File: src/rtl/pbs_pkg.sv
// Shared battle-system definitions: turn FSM states, datapath widths and
// trainer/target encodings.
package pbs_pkg;

  localparam int HP_W = 4;

  localparam logic ACTR_PLAYER = 1'b0;
  localparam logic ACTR_AI     = 1'b1;
  localparam logic TGT_PLAYER  = 1'b0;
  localparam logic TGT_AI      = 1'b1;

  typedef enum logic [2:0] {
    IDLE,
    PL_SETTLE,
    PL_APPLY,
    PL_CHECK,
    AI_SETTLE,
    AI_APPLY,
    AI_CHECK,
    OVER
  } pbs_turn_state_t;

  function automatic logic is_ai_state(pbs_turn_state_t s);
    return (s == AI_SETTLE) || (s == AI_APPLY) || (s == AI_CHECK);
  endfunction

  // A turn is in flight: GARO outputs must stay frozen.
  function automatic logic is_busy_state(pbs_turn_state_t s);
    return (s != IDLE) && (s != OVER);
  endfunction

endpackage

File: src/rtl/pbs_settle_timer.sv
// 4-bit load/count-down timer; done is high while enabled and the count has
// reached zero, which ends the settle window.
module pbs_settle_timer (
  input  logic       clk,
  input  logic       rst,
  input  logic       load_i,
  input  logic [3:0] load_val_i,
  input  logic       en_i,
  output logic       done_o
);

  logic [3:0] cnt_q;

  // NOTE: sequential state is written with non-blocking assignments only, so
  // every register samples pre-edge values regardless of process ordering.
  always_ff @(posedge clk) begin
    if (!rst) begin
      cnt_q <= 4'd0;
    end else if (load_i) begin
      cnt_q <= load_val_i;
    end else if (en_i && (cnt_q != 4'd0)) begin
      cnt_q <= cnt_q - 4'd1;
    end
  end

  assign done_o = en_i && (cnt_q == 4'd0);

endmodule

File: src/rtl/pbs_turn_ctrl.sv
// Turn sequencer: player-then-AI turn order, accuracy roll, knockout detect
// and datapath HP re-initialisation on restart. All outputs are registered.
module pbs_turn_ctrl
  import pbs_pkg::*;
#(
  parameter int unsigned SETTLE_CYCLES = 2
) (
  input  logic            clk,
  input  logic            rst,
  input  logic            move_valid,
  input  logic [1:0]      move_sel,
  input  logic            restart,
  input  logic [HP_W-1:0] p_hp,
  input  logic [HP_W-1:0] ai_hp,
  input  logic [3:0]      accu,
  input  logic [3:0]      accu_rng,
  output logic [1:0]      p_move,
  output logic            actr,
  output logic            target,
  output logic            stop,
  output logic            load_ai_hp,
  output logic            app_ai_dmg,
  output logic            app_pl_dmg,
  output logic            dp_rst_n,
  output logic            last_hit,
  output logic            game_over,
  output logic            winner,
  output logic [7:0]      turn_cnt
);

  // The timer is loaded on entry and counts the remaining settle cycles.
  localparam logic [3:0] SETTLE_LOAD = 4'(SETTLE_CYCLES - 1);

  pbs_turn_state_t state_q, state_d;
  logic [1:0] p_move_q, p_move_d;
  logic       actr_q, actr_d, target_q, target_d, stop_q, stop_d;
  logic       load_ai_hp_q, load_ai_hp_d;
  logic       app_ai_dmg_q, app_ai_dmg_d, app_pl_dmg_q, app_pl_dmg_d;
  logic       dp_rst_n_q, dp_rst_n_d;
  logic       last_hit_q, last_hit_d, game_over_q, game_over_d;
  logic       winner_q, winner_d;
  logic [7:0] turn_cnt_q, turn_cnt_d;
  logic       tmr_load, tmr_en, tmr_done, hit;

  assign tmr_en = (state_q == PL_SETTLE) || (state_q == AI_SETTLE);
  assign hit    = (accu_rng <= accu);

  pbs_settle_timer u_settle (
    .clk        (clk),
    .rst        (rst),
    .load_i     (tmr_load),
    .load_val_i (SETTLE_LOAD),
    .en_i       (tmr_en),
    .done_o     (tmr_done)
  );

  // NOTE: every signal driven here gets a default first; a path that leaves
  // one unassigned would infer a latch.
  always_comb begin
    state_d      = state_q;
    p_move_d     = p_move_q;
    last_hit_d   = last_hit_q;
    winner_d     = winner_q;
    turn_cnt_d   = turn_cnt_q;
    load_ai_hp_d = 1'b0;
    app_ai_dmg_d = 1'b0;
    app_pl_dmg_d = 1'b0;
    dp_rst_n_d   = 1'b1;
    tmr_load     = 1'b0;

    unique case (state_q)
      IDLE: if (move_valid) begin
        p_move_d     = move_sel;
        load_ai_hp_d = 1'b1;
        tmr_load     = 1'b1;
        state_d      = PL_SETTLE;
      end
      PL_SETTLE: if (tmr_done) begin
        app_ai_dmg_d = hit;
        last_hit_d   = hit;
        state_d      = PL_APPLY;
      end
      PL_APPLY: state_d = PL_CHECK;
      PL_CHECK: if (ai_hp == '0) begin
        winner_d = 1'b0;
        state_d  = OVER;
      end else begin
        tmr_load = 1'b1;
        state_d  = AI_SETTLE;
      end
      AI_SETTLE: if (tmr_done) begin
        app_pl_dmg_d = hit;
        last_hit_d   = hit;
        state_d      = AI_APPLY;
      end
      AI_APPLY: state_d = AI_CHECK;
      AI_CHECK: if (p_hp == '0) begin
        winner_d = 1'b1;
        state_d  = OVER;
      end else begin
        if (turn_cnt_q != 8'hFF) turn_cnt_d = turn_cnt_q + 8'd1;
        state_d = IDLE;
      end
      OVER: state_d = OVER;
      default: state_d = IDLE;
    endcase

    // Restart pre-empts whatever the state machine decided this cycle.
    if (restart) begin
      state_d      = IDLE;
      p_move_d     = p_move_q;
      last_hit_d   = 1'b0;
      winner_d     = 1'b0;
      turn_cnt_d   = 8'd0;
      load_ai_hp_d = 1'b0;
      app_ai_dmg_d = 1'b0;
      app_pl_dmg_d = 1'b0;
      dp_rst_n_d   = 1'b0;
      tmr_load     = 1'b0;
    end

    actr_d      = is_ai_state(state_d) ? ACTR_AI : ACTR_PLAYER;
    target_d    = (is_busy_state(state_d) && !is_ai_state(state_d)) ? TGT_AI : TGT_PLAYER;
    stop_d      = is_busy_state(state_d);
    game_over_d = (state_d == OVER);
  end

  always_ff @(posedge clk) begin
    if (!rst) begin
      state_q      <= IDLE;
      p_move_q     <= 2'd0;
      actr_q       <= ACTR_PLAYER;
      target_q     <= TGT_PLAYER;
      stop_q       <= 1'b0;
      load_ai_hp_q <= 1'b0;
      app_ai_dmg_q <= 1'b0;
      app_pl_dmg_q <= 1'b0;
      dp_rst_n_q   <= 1'b1;
      last_hit_q   <= 1'b0;
      game_over_q  <= 1'b0;
      winner_q     <= 1'b0;
      turn_cnt_q   <= 8'd0;
    end else begin
      state_q      <= state_d;
      p_move_q     <= p_move_d;
      actr_q       <= actr_d;
      target_q     <= target_d;
      stop_q       <= stop_d;
      load_ai_hp_q <= load_ai_hp_d;
      app_ai_dmg_q <= app_ai_dmg_d;
      app_pl_dmg_q <= app_pl_dmg_d;
      dp_rst_n_q   <= dp_rst_n_d;
      last_hit_q   <= last_hit_d;
      game_over_q  <= game_over_d;
      winner_q     <= winner_d;
      turn_cnt_q   <= turn_cnt_d;
    end
  end

  assign p_move     = p_move_q;
  assign actr       = actr_q;
  assign target     = target_q;
  assign stop       = stop_q;
  assign load_ai_hp = load_ai_hp_q;
  assign app_ai_dmg = app_ai_dmg_q;
  assign app_pl_dmg = app_pl_dmg_q;
  assign dp_rst_n   = dp_rst_n_q;
  assign last_hit   = last_hit_q;
  assign game_over  = game_over_q;
  assign winner     = winner_q;
  assign turn_cnt   = turn_cnt_q;

endmodule

File: config.mk
export PLATFORM = sky130hd
export DESIGN_NAME = pbs_turn_ctrl
export DESIGN_NICKNAME = d
export VERILOG_FILES = /design/src/rtl/pbs_pkg.sv /design/src/rtl/pbs_settle_timer.sv /design/src/rtl/pbs_turn_ctrl.sv
export SDC_FILE = /design/constraint.sdc
export NUM_CORES = 1
export LEC_CHECK = 0
export BUFFER_PORTS_ARGS = -buffer_cell sky130_fd_sc_hd__buf_4
export CELL_PAD_IN_SITES_DETAIL_PLACEMENT = 0
export CELL_PAD_IN_SITES_GLOBAL_PLACEMENT = 1
export CORE_MARGIN = 10
export CORE_UTILIZATION = 38
export DETAILED_ROUTE_END_ITERATION = 16
export GPL_TIMING_DRIVEN = 0
export PLACE_DENSITY_LB_ADDON = 0.1
export SETUP_SLACK_MARGIN = 0.2
export SYNTH_ARGS = -nofsm -noshare
export SYNTH_HDL_FRONTEND = slang
export SYNTH_HIERARCHICAL = 1
export SYNTH_SLANG_ARGS = --single-unit
export TNS_END_PERCENT = 50
File: constraint.sdc
create_clock -name clk -period 2.5 [get_ports clk]
set_input_delay 0.25 -clock clk [delete_from_list [all_inputs] [get_ports clk]]
set_output_delay 0.25 -clock clk [all_outputs]
set_load 0.005 [all_outputs]
# Word-level counts from Yosys, hierarchy flattened
# Index checks and enable logic that the tools add are counted.
[totals] output_inout_bits=20 regBits=27 inputBits=22 elab_cells=85
[classes] n_mux=20 eq_ne=15 reduce_logical=26 n_lt_le_gt_ge=1 add_sub_neg=2 n_bitwise=6
[ops] operator="$eq 3x3->1 const B" count=8
[ops] operator="$pmux 3 s8" count=1
[ops] operator="$mux 3" count=5
[ops] operator="$logic_not 4->1" count=3
[ops] operator="$mux 1" count=11
[ops] operator="$reduce_and 3->1" count=3
[ops] operator="$reduce_or 3->1" count=3
[ops] operator="$add 8x1->8 const B" count=1
[ops] operator="$ne 8x8->1 const B" count=1
[ops] operator="$eq 3x2->1 const B" count=2
[ops] operator="$not 1->1" count=6
[ops] operator="$reduce_or 2->1" count=3
[ops] operator="$le 4x4->1" count=1
[ops] operator="$logic_and 1x1->1" count=4
[ops] operator="$ne 2x2->1 const B" count=2
[ops] operator="$pmux 1 s2" count=2
[ops] operator="$reduce_bool 2->1" count=2
[ops] operator="$reduce_bool 4->1" count=1
[ops] operator="$sub 4x1->4 const B" count=1
[ops] operator="$eq 3x1->1 const B" count=1
[ops] operator="$logic_not 3->1" count=1
[ops] operator="$logic_or 1x1->1" count=3
[ops] operator="$ne 3x3->1 const B" count=1
[ops] operator="$reduce_bool 3->1" count=1
[ops] operator="other kinds (3)" count=3

# Logic depth before layout (Yosys ltp)
[depth] depth_word=12 depth_mapped=9 mapped_depth_nobuf=8

# Modules after synthesis
# Netlist, hierarchy kept.
[by_module_without_submodules] mod="pbs_turn_ctrl" cells_each=132 n_inst=1 area_per_inst_um2=1224.9 seq_area_each_um2=460.4
[by_module_without_submodules] mod="pbs_settle_timer" cells_each=33 n_inst=1 area_per_inst_um2=264.0 seq_area_each_um2=80.1

# Worst setup path before layout
# Ideal clock, no wire load.
[synth_path] path_kind="reg-to-reg" from="reg state_q[2]" to="reg stop_q (netlist: stop)" required_time_ns=2.379 path_stages_with_launch=10 slack_ns=0.329 t_arrival_ns=2.050 setup_ns=0.121 n_path_buf=1 period_less_slack_ns=2.171 path_cell_list="dfxtp_1 buf_2 xnor2_1 nor2_1 nand2_1 nor3_1 and3b_1 nor2_1 nand4_4 mux2_4"
[synth_between] elab_chain_len=8 elab_cells_between_ends=18 cone_classes="eq/ne: 8; mux: 5; reduce/logical: 5"
[synth_rtl] item="start: declaration" line_no="pbs_turn_ctrl.sv:34" text="pbs_turn_state_t state_q, state_d;"
[synth_rtl] item="start signal: assignment" line_no="pbs_turn_ctrl.sv:144" text="state_q <= state_d;"
[synth_rtl] item="$eq 3x1->1 or $eq 3x3->1 (tied branches)" line_no="pbs_turn_ctrl.sv:45" text="assign tmr_en = (state_q == PL_SETTLE) || (state_q == AI_SETTLE);"
[synth_rtl] item="$logic_or 1x1->1 *" line_no="pbs_turn_ctrl.sv:45"
[synth_rtl] item="via tmr_en" line_no="pbs_turn_ctrl.sv:43" text="logic tmr_load, tmr_en, tmr_done, hit;"
[synth_rtl] item="$logic_and 1x1->1 *" line_no="pbs_settle_timer.sv:26" text="assign done_o = en_i && (cnt_q == 4'd0);"
[synth_rtl] item="via tmr_done" line_no="pbs_turn_ctrl.sv:43"
[synth_rtl] item="$mux 3, on equally long branches" line_no="pbs_turn_ctrl.sv:91, pbs_turn_ctrl.sv:78"
[synth_rtl] item="$pmux 3 s8 *" line_no="pbs_turn_ctrl.sv:71" text="unique case (state_q)"
[synth_rtl] item="$mux 3 *" line_no="pbs_turn_ctrl.sv:109" text="if (restart) begin"
[synth_rtl] item="$ne 3x3->1 or $reduce_bool 3->1 (tied branches)" line_no="pbs_pkg.sv:29" text="return (s != IDLE) && (s != OVER);"
[synth_rtl] item="$logic_and 1x1->1 *" line_no="pbs_pkg.sv:29"
[synth_rtl] item="end signal: assignment" line_no="pbs_turn_ctrl.sv:148" text="stop_q <= stop_d;"
[synth_rtl] item="end: declaration" line_no="pbs_turn_ctrl.sv:36" text="logic actr_q, actr_d, target_q, target_d, stop_q, stop_d;"
# Mark *: on every way through the listed nets, which the timed path passes. The rest lies on a longest branch.
# A chain may end at the register's enable or synchronous reset.

# Worst setup path after layout
# Ends and elaborated chain as after synthesis.

==> results.md <==
* outcome: completed
* cell chosen for the clock root: sky130_fd_sc_hd__clkbuf_8
* Syn Std Cell Area: 0.00149 mm2
* share of the synthesized area in the top cell type: 36.3%
* MaxCap Viol Count: 0
* Detailed Route Iter0 Violations: 88
* cells traversed along the worst timing path: clkbuf_4 > xnor2_1 > nor2_2 > nand2_1 > nor3_4 > and3b_1 > nor2_1 > nand4_4 > mux2_4
* arrival time of data at the critical path endpoint: 2.33 ns
* worst-skew pair later-pin latency: 0.27 ns
* fraction of registers with async set/reset: 0%
* combinational share of power: 15.7%
* path type of the worst setup path: reg2reg
* count of pins on the block boundary: 42
* Clk pin slew, worst setup/hold paths: 0.09 ns
* Worst Min Path Start: restart
* antenna violations before repair: 0
* worst setup slack after placement: -0.182 ns
* pin count of the biggest net entering global routing: 15
* Yosys cell types: 54
* switching share of power: 24.7%
* overall fraction of global-route tracks in use: 11.2%
* number of pins with negative max-slew slack in the final report: 0
* nets: 242
* required time of the critical path: 2.67 ns
* Max Buffers Root-to-Sink: 2
* Via density: 5.22
* setup repair after global routing missed its margin: false
* sequential share of power: 54.5%
* endpoint of the worst hold path: dp_rst_n
* leading post-synthesis cells by instance count: 27 x sky130_fd_sc_hd__dfxtp_1, 12 x sky130_fd_sc_hd__a21oi_1, 11 x sky130_fd_sc_hd__nor2_1
* Final Total Pwr: 825 uW
* Leak: 0.797 nW
* number of placement rows: 22
* number of global-route vias before repair: 1387
* remaining antenna violation count after routing: 0
* post-synthesis cell type with the largest combined area: sky130_fd_sc_hd__dfxtp_1
* count of clock tree sinks: 27
* Worst path top cell family by delay: simple AND/OR/NAND/NOR gates
* post-route clock period utilization: 86.4%
* y dimension of the die: 82.6 um
* type of origin of the critical path: register
* Peak Freq: 0.463 GHz
* top area cells in the synthesized netlist: sky130_fd_sc_hd__dfxtp_1 36%, sky130_fd_sc_hd__ha_1 5.0%, sky130_fd_sc_hd__a21oi_1 4.0%
* register-to-register setup slack: 0.34 ns
* cell count after synthesis: 165
* number of buffers inserted during clock tree synthesis: 3
* kind of end point of the critical path: register
* Hold WC Path Type: in2reg
* Die Area: 0.00682 mm2
* worst-path cell with the longest stage delay: sky130_fd_sc_hd__dfxtp_1
* P_sw: 203 uW
* number of synthesized flops with an enable pin: 0
* most used standard cell by instance count after synthesis: sky130_fd_sc_hd__dfxtp_1
* Clock Skews: 0.00230 ns
* Worst R2R Path Depth: 9
* detailed-route DRC error count: 0
* stage delay of the slowest cell on the critical path: 0.40 ns
* pwr dens: 427 mW/mm2
* hold violation count in the final report: 0
* effective utilization at floorplan: 40.1%
* #FFs+latches synth: 27
* first-pass GRT wire length: 6.15 mm
* post-layout instance count excluding filler cells: 261
* number of detailed-route iterations in the first pass: 4
* Layout area overhead: 29.8%
* Most used DFF post-synth: sky130_fd_sc_hd__dfxtp_1
* number of instances in the placed design: 256
* final critical-path setup slack: 0.340 ns
* WL per Instance: 13.9 um
* mean instance size in the synthesized netlist: 9.02 um2
* clock tree from TritonCTS: built
* die boundary width: 82.6 um
* worst-case vdd ir drop: 0.257 mV
* relative contribution of the clock network to total power: 29.7%
* part of the Yosys area used for sequential elements: 36.3%
* DP Wirelength: 2.95 mm
* largest fanout on the critical path: 10
* final period demand of the worst path: 2.16 ns
* startpoint of the worst-slack reg-to-reg timing path: state_q[2]
* count of buffering cells on the critical path with inverters included: 1
* Min-Delay Path Depth: 2
* number of vias after detailed routing: 1363
* number of I/O port buffers: 41
* fraction of layout instances using a drive strength above 1: 30.0%
* total length of routed wires: 3.64 mm
* core area: 0.00372 mm2
* endpoint of the lowest-slack register-to-register path: stop
* global route total overflow: 0
* GP Congestion: 0.798
* cell-internal power: 621 uW
* Inserted Diodes: 0
* H-tree lvl count: 1
* endpoints failing setup: 0
* Hold Buf Count CTS: 0
* count of warnings emitted by yosys: 6
## worst max path at each step
stage,startpoint,endpoint,cells past startpoint
final,state_q[2],stop,9
after global routing,state_q[2],stop,9
after global placement,state_q[2],stop,9
after detailed placement,state_q[2],stop,9
after CTS,state_q[2],stop,9
after floorplan,state_q[2],stop,9
## per-stage QoR
step	util, %	hold slack (ns)	area [um2]	TNS (ns)
6_report	52.0	0.209	1930	0
5_1_grt	52.0	0.192	1930	0
4_1_cts	52.0	0.198	1930	0
3_5_place_dp	50.2	0.492	1860	-0.183
3_3_place_gp	50.2	0.475	1860	-0.143
2_1_floorplan	-	0.312	1500	0
## registers in the layout, indices dropped and copies added, names as in the netlist
signal	count
actr	1
app_ai_dmg	1
app_pl_dmg	1
dp_rst_n	1
game_over	1
last_hit	1
load_ai_hp	1
p_move	2
state_q	3
stop	1
target	1
turn_cnt	8
u_settle/cnt_q	4
winner	1
## cell usage in the layout (no fill, tap or decap), drive strengths merged, types with 7 or more instances in the layout
master,n
a21oi,12
buf,45
clkbuf,7
dfxtp,27
inv,9
nand2,11
nand3,9
nor2,11
nor4,7
## layer usage
metal	GRT usage [%]	share of wire [%]	vias up
li1	-	-	702
met1	12.0	40	630
met2	20.9	53	26
met3	3.89	6.1	5
met4	2.01	0.58	0
met5	0	0	-
## final cells by class
class,instances,area (um2)
sequential,27,541
timing repair buffer,42,315
multi-input combinational,125,900
fill,372,1780
inverter,9,33.8
tap,48,60.1
clock buffer,4,45.0
buffer,6,38.8
## what timing repair did
action,4_1_cts,5_1_grt
resized for setup,3,1
buffers inserted,1,0
pin swaps,1,0
endpoints found under the setup margin,7,1
## power by group through the flow
stage / clock network [mW] / logic (mW) / registers (mW)
after global placement: 0 / 0.123 / 0.458
after detailed placement: 0 / 0.127 / 0.458
after floorplan: 0 / 0.0723 / 0.457
after CTS: 0.259 / 0.131 / 0.450
final: 0.245 / 0.130 / 0.450
after global routing: 0.275 / 0.146 / 0.452
## cells by family after synthesis
group	synth area share [%]
fa+ha+maj	5.04
simple gates	31.2
other cells	0.504
mux	3.02
flops	36.3
buf+inv	4.71
compound gates	18.1
xor+xnor	1.18
No activity file was read; power rests on OpenSTA's default activity.
